==> src/rtl/inst_sram_port_arbiter_if.sv <==
// inst_sram_port_arbiter_if: req/gnt/rvalid SRAM-style bus between a requester (master) and a responder (slave)
interface inst_sram_port_arbiter_if #(
    parameter int ADDR_W = 32,
    parameter int DATA_W = 32
);
    logic req, gnt, we, rvalid;
    logic [ADDR_W-1:0] addr;
    logic [DATA_W/8-1:0] be;
    logic [DATA_W-1:0] wdata, rdata;
    modport master (output req, addr, we, be, wdata, input gnt, rvalid, rdata);
    modport slave (input req, addr, we, be, wdata, output gnt, rvalid, rdata);
endinterface

==> src/rtl/inst_sram_port_arbiter.sv <==
// inst_sram_port_arbiter: fair two-requester arbiter for the instruction SRAM with in-flight owner tracking
// INST_ARB_QOS_EN selects core priority with a starvation limit instead of round-robin.
module inst_sram_port_arbiter #(
    parameter int MAX_OUTST = 2
`ifdef INST_ARB_QOS_EN
    , parameter int STARVE_LIM = 8
`endif
) (
    input  logic                            clk_i,
    input  logic                            reset_i,
    inst_sram_port_arbiter_if.slave         m0,
    inst_sram_port_arbiter_if.slave         m1,
    inst_sram_port_arbiter_if.master        mem,
    output logic                            err_o
);
    localparam int CW = $clog2(MAX_OUTST + 1);
    logic [CW-1:0] count_q, count_d, widx;
    logic [MAX_OUTST-1:0] owner_q, owner_d;
    logic sel, sel_q, lock_q, hs, pop, room, tie_pick;
`ifdef INST_ARB_QOS_EN
    localparam int SW = $clog2(STARVE_LIM + 1);
    logic [SW-1:0] starve_q;
    assign tie_pick = starve_q == SW'(STARVE_LIM);
    always_ff @(posedge clk_i) begin
        if (reset_i || m1.gnt)
            starve_q <= '0;
        else if (m1.req && starve_q != SW'(STARVE_LIM))
            starve_q <= starve_q + SW'(1);
    end
`else
    logic rr_last_q;
    assign tie_pick = ~rr_last_q;
    always_ff @(posedge clk_i) begin
        if (reset_i)
            rr_last_q <= 1'b1;
        else if (hs)
            rr_last_q <= sel;
    end
`endif
    // A stalled request keeps its owner so the SRAM sees stable fields until granted
    assign sel = lock_q ? sel_q : (m0.req && m1.req) ? tie_pick : m1.req;
    assign room = count_q < CW'(MAX_OUTST);
    assign mem.req = ~reset_i & (sel ? m1.req : m0.req) & room;
    assign mem.addr = sel ? m1.addr : m0.addr;
    assign mem.we = sel ? m1.we : m0.we;
    assign mem.be = sel ? m1.be : m0.be;
    assign mem.wdata = sel ? m1.wdata : m0.wdata;
    assign hs = mem.req & mem.gnt;
    assign m0.gnt = hs & ~sel;
    assign m1.gnt = hs & sel;
    assign pop = ~reset_i & mem.rvalid & (count_q != '0);
    assign err_o = ~reset_i & mem.rvalid & (count_q == '0);
    assign m0.rvalid = pop & ~owner_q[0];
    assign m1.rvalid = pop & owner_q[0];
    assign m0.rdata = mem.rdata;
    assign m1.rdata = mem.rdata;
    // Owner FIFO as a shift register: head at bit 0, new owner lands just past the surviving entries
    always_comb begin
        widx = count_q - CW'(pop);
        owner_d = pop ? owner_q >> 1 : owner_q;
        for (int i = 0; i < MAX_OUTST; i++)
            if (hs && widx == CW'(i)) owner_d[i] = sel;
        count_d = count_q + CW'(hs) - CW'(pop);
    end
    always_ff @(posedge clk_i) begin
        if (reset_i) begin
            count_q <= '0;
            owner_q <= '0;
            lock_q <= 1'b0;
            sel_q <= 1'b0;
        end else begin
            count_q <= count_d;
            owner_q <= owner_d;
            lock_q <= mem.req & ~mem.gnt;
            sel_q <= sel;
        end
    end
endmodule

==> src/flat_wrapper.sv <==
// flat-port wrapper written by rule: the top's interface ports become plain ports
module inst_sram_port_arbiter_flat 
#(
    parameter int MAX_OUTST = 2

)
  (clk_i, reset_i, err_o, m0_req, m0_addr, m0_we, m0_be, m0_wdata, m0_gnt, m0_rvalid, m0_rdata, m1_req, m1_addr, m1_we, m1_be, m1_wdata, m1_gnt, m1_rvalid, m1_rdata, mem_req, mem_addr, mem_we, mem_be, mem_wdata, mem_gnt, mem_rvalid, mem_rdata);
  inst_sram_port_arbiter_if m0_i ();
  inst_sram_port_arbiter_if m1_i ();
  inst_sram_port_arbiter_if mem_i ();
  input  logic clk_i;
  input  logic reset_i;
  output logic err_o;
  input wire logic [$bits(m0_i.req)-1:0] m0_req;
  input wire logic [$bits(m0_i.addr)-1:0] m0_addr;
  input wire logic [$bits(m0_i.we)-1:0] m0_we;
  input wire logic [$bits(m0_i.be)-1:0] m0_be;
  input wire logic [$bits(m0_i.wdata)-1:0] m0_wdata;
  output wire logic [$bits(m0_i.gnt)-1:0] m0_gnt;
  output wire logic [$bits(m0_i.rvalid)-1:0] m0_rvalid;
  output wire logic [$bits(m0_i.rdata)-1:0] m0_rdata;
  input wire logic [$bits(m1_i.req)-1:0] m1_req;
  input wire logic [$bits(m1_i.addr)-1:0] m1_addr;
  input wire logic [$bits(m1_i.we)-1:0] m1_we;
  input wire logic [$bits(m1_i.be)-1:0] m1_be;
  input wire logic [$bits(m1_i.wdata)-1:0] m1_wdata;
  output wire logic [$bits(m1_i.gnt)-1:0] m1_gnt;
  output wire logic [$bits(m1_i.rvalid)-1:0] m1_rvalid;
  output wire logic [$bits(m1_i.rdata)-1:0] m1_rdata;
  output wire logic [$bits(mem_i.req)-1:0] mem_req;
  output wire logic [$bits(mem_i.addr)-1:0] mem_addr;
  output wire logic [$bits(mem_i.we)-1:0] mem_we;
  output wire logic [$bits(mem_i.be)-1:0] mem_be;
  output wire logic [$bits(mem_i.wdata)-1:0] mem_wdata;
  input wire logic [$bits(mem_i.gnt)-1:0] mem_gnt;
  input wire logic [$bits(mem_i.rvalid)-1:0] mem_rvalid;
  input wire logic [$bits(mem_i.rdata)-1:0] mem_rdata;
  assign m0_i.req = m0_req;
  assign m0_i.addr = m0_addr;
  assign m0_i.we = m0_we;
  assign m0_i.be = m0_be;
  assign m0_i.wdata = m0_wdata;
  assign m0_gnt = m0_i.gnt;
  assign m0_rvalid = m0_i.rvalid;
  assign m0_rdata = m0_i.rdata;
  assign m1_i.req = m1_req;
  assign m1_i.addr = m1_addr;
  assign m1_i.we = m1_we;
  assign m1_i.be = m1_be;
  assign m1_i.wdata = m1_wdata;
  assign m1_gnt = m1_i.gnt;
  assign m1_rvalid = m1_i.rvalid;
  assign m1_rdata = m1_i.rdata;
  assign mem_req = mem_i.req;
  assign mem_addr = mem_i.addr;
  assign mem_we = mem_i.we;
  assign mem_be = mem_i.be;
  assign mem_wdata = mem_i.wdata;
  assign mem_i.gnt = mem_gnt;
  assign mem_i.rvalid = mem_rvalid;
  assign mem_i.rdata = mem_rdata;
  inst_sram_port_arbiter #(.MAX_OUTST(MAX_OUTST)) u_core (.clk_i(clk_i), .reset_i(reset_i), .m0(m0_i), .m1(m1_i), .mem(mem_i), .err_o(err_o));
endmodule
==> config.mk <==
export PLATFORM = sky130hd
export DESIGN_NAME = inst_sram_port_arbiter_flat
export DESIGN_NICKNAME = d
export VERILOG_FILES = /design/src/rtl/inst_sram_port_arbiter_if.sv /design/src/rtl/inst_sram_port_arbiter.sv /design/src/flat_wrapper.sv
export SDC_FILE = /design/constraint.sdc
export NUM_CORES = 1
export LEC_CHECK = 0
export CORE_AREA = 2 2 123 125
export CTS_CLUSTER_SIZE = 20
export DETAILED_ROUTE_END_ITERATION = 6
export DIE_AREA = 0 0 125 127
export GPL_TIMING_DRIVEN = 0
export HOLD_SLACK_MARGIN = 0.1
export PLACE_DENSITY_LB_ADDON = 0.12
export SLEW_MARGIN = 20
export SYNTH_ARGS = -nofsm -noshare
export SYNTH_HDL_FRONTEND = slang
export SYNTH_SLANG_ARGS = --single-unit
export TNS_END_PERCENT = 50
==> constraint.sdc <==
create_clock -name clk_i -period 2.05 [get_ports clk_i]
set_clock_uncertainty 0.15 [all_clocks]
set_input_delay 0.5125 -clock clk_i [delete_from_list [all_inputs] [get_ports clk_i]]
set_output_delay 0.5125 -clock clk_i [all_outputs]
set_load 0.1 [all_outputs]
==> impl_metrics.toml <==
[power]
clkPwrFrac = 0.091
power.share.combinational = 0.858
powerDensity_nw_per_um2 = 645.6
p_sw_mw = 2.048
vdd_drop_max_v = 0.0002691
internal-power_mw = 1.544
seqPwrFrac = 0.051
finalPower_mw = 3.592
p_leak_nw = 2.598
power.share.switching = 0.5703

[synth]
synth-seq-cells = 7
yosysTopAreaCell = "mux2_2"
yosys_warnings = 0
synth_edf_count = 0
syn_avg_cell_area_um2 = 9.302
ys.flop_type = "dfxtp_1"
synthTopCellsByArea = "mux2_2 46%, buf_4 28%, dfxtp_1 8.3%"
async_flop_share = 0
netlist_area_um2 = 1693
postSynthCellCount = 182
yosysSeqAreaShare = 0.08278
synth_most_common_cell = "mux2_2"
netlist_top_cells_count = "69 x mux2_2, 64 x buf_4, 7 x buf_2, 7 x dfxtp_1, 6 x nor2_1"
synth_top_area_share = 0.4590
ys_types = 26
synth_fp_nets = 359

[global_routing]
gr-usage-all-layers = 0.1090
grt_max_degree = 11
grt-busiest-layer = "met2"
grt-ovfl-total = 0
gr-usage-met2 = 0.2142
grt_pass1_vias = 2554
use_met1 = 0.1142
grt_pass1_wl_um = 14080
grt_use_met3 = 0.03518
antenna_found_initial = 0

[sta]
setup-violations-final = 71
worst_hold_slack_ps = 411.3
fmax_mhz = 397.8
worstMarginPinSlew_ps = 397.1
fin_setup_tns_ps = -27570
finalHoldViolCount = 0
finalWorstSetupSlack_ps = -463.7
fin_crit_sh = 1.226
rsz0062_at_grt = "true"
max_slew_margin = 0.7343
drv_slew = 0
fin_crit_ps = 2514

[floorplan]
start_util = 0.1174
rows = 44
io_pins = 315
die_width_um = 125
design.core.area_um2 = 14420
die-area_um2 = 15880
die_h_um = 127

[cts]
cts-root-buf = "clkbuf_16"
htreeDepth = 1
clock_sinks = 7
worstSkewPairLatency_ps = 230
cts_tree = "done"
cts_buffers = 3
clockBufferDepth = 2
clkTransAtPathRegs_ps = 30
cts_hold_buffers = 0

[drt]
firstDrtPassIters = 4
routedWlPerCell_um = 14.16
drtIter0Drc = 30
routed_via_density = 3.672
antenna_left = 0
dr_total_vias = 2449
drc = 0
finalWirelength_um = 9447

[worst_setup_path]
worst_ep_arrival_time_ps = 1850
endpoint_kind = "output port"
cp_slowest_stage_delay_ps = 310
cpMostUsedCell = "buf_12"
cp_max_fo = 5
cp_slowest_cell = "mux2_4"
path_cells = "buf_6 -> a21boi_4 -> mux2i_4 -> buf_6 -> buf_8 -> buf_12 -> buf_12 -> mux2_4 -> buf_12"
crit_family = "buffers and inverters"
worst_ep_required_time_ps = 1390
criticalPathCategory = "in2out"
critPathLaunchType = "input pin"
crit_buf_inv = 6

[cells_and_area]
design_area_um2 = 5564
layout.cells.non_filler = 667
diodes = 0
final_util = 0.3858
drive_gt1_frac = 0.6563
area_growth_pct = 228.7
fillers = 1467
num-nets-final = 661

[hold_path]
hold_path.class = "reg2reg"

[place]
place.gp.congestion = 0.7796
port_buffers = 282
dp.cells = 648
dpl-instance-area_um2 = 4911
pre_cts_ws_ps = -2170
dp_hpwl_um = 7959

[outcome]
outcome = "complete, but fails checks"
failed_checks = "setup timing"

[flow_run]
maxCapViolations = 0
registers in the layout, summed over array words and instances (netlist names):
| signal | flops |
|---|---|
| u_core.lock_q | 1 |
| u_core.rr_last_q | 1 |
| u_core.sel_q | 1 |
| u_core.count_q | 2 |
| u_core.owner_q | 2 |
power by group through the flow:
stage / sequential (mW) / combinational (mW) / clock [mW]
2_1_floorplan: 0.177 / 2.08 / 0
3_3_place_gp: 0.180 / 2.76 / 0
3_5_place_dp: 0.180 / 2.76 / 0
4_1_cts: 0.181 / 3.10 / 0.330
5_1_grt: 0.186 / 3.17 / 0.341
6_report: 0.183 / 3.08 / 0.328
layout by cell type, fill, tap and decap left out, types with 2 or more instances in the layout:
master / synthesis / final
dfxtp_1: 7 / 5
xnor2_1: 2 / 2
buf_12: 0 / 40
buf_6: 0 / 44
nor2_1: 6 / 5
inv_1: 3 / 2
buf_4: 64 / 137
nor3_4: 0 / 2
dlygate4sd2_1: 0 / 2
buf_8: 0 / 5
and2_4: 0 / 2
clkbuf_16: 0 / 4
mux2_2: 69 / 34
clkdlybuf4s50_1: 0 / 138
mux2_4: 0 / 35
cell type report:
type	instances	area, um2	area share
repair buffers	298	3274	0.5885
multi-input cells	101	1247	0.2242
plain buffers	70	576.8	0.1037
well taps	184	230.2	0.04138
flip-flops and latches	7	145.1	0.02608
clock buffers	4	78.83	0.01417
inverters	3	11.26	0.002024
timing repair:
item	in CTS	in global routing
gates resized for setup	716	12
setup endpoints to repair	144	81
pin swaps	4	2
gates cloned	2	1
endpoints found under the hold margin	0	0
setup buffers	14	0
path summary, 6_finish.rpt:
check | start | to | slack, ps | depth (start not counted)
worst max-delay path | m1_req | mem_be[0] | -460 | 9
worst min-delay path | u_core.rr_last_q | u_core.rr_last_q | 410 | 2
worst max register to register | u_core.sel_q | u_core.owner_q[1] | 40 | 7
worst min register to register | u_core.rr_last_q | u_core.rr_last_q | 410 | 2
metal layers:
metal,part of all wire,wire [um]
met4,0.010,97
met5,0,0
met3,0.12,1103
met2,0.54,5118
met1,0.33,3127
worst min-delay path: stages (launching register included):
cell,delay [ps]
dfxtp_1,330
nor2_1,110
o21bai_1,60
kinds of logic (layout without fill, tap and decap cells):
kind of cell | count (synthesis) | after routing | synth area share
xor gates and xnor gates | 2 | 2 | 0.01035
and+or+nand+nor | 17 | 17 | 0.05618
buffers and inverters | 74 | 375 | 0.3112
AOI/OAI and AO/OA | 8 | 8 | 0.04879
muxes | 73 | 73 | 0.4834
DFF | 7 | 7 | 0.08278
adders and majority gates | 1 | 1 | 0.007390
Note: power is estimated with default switching activity, not from simulation.
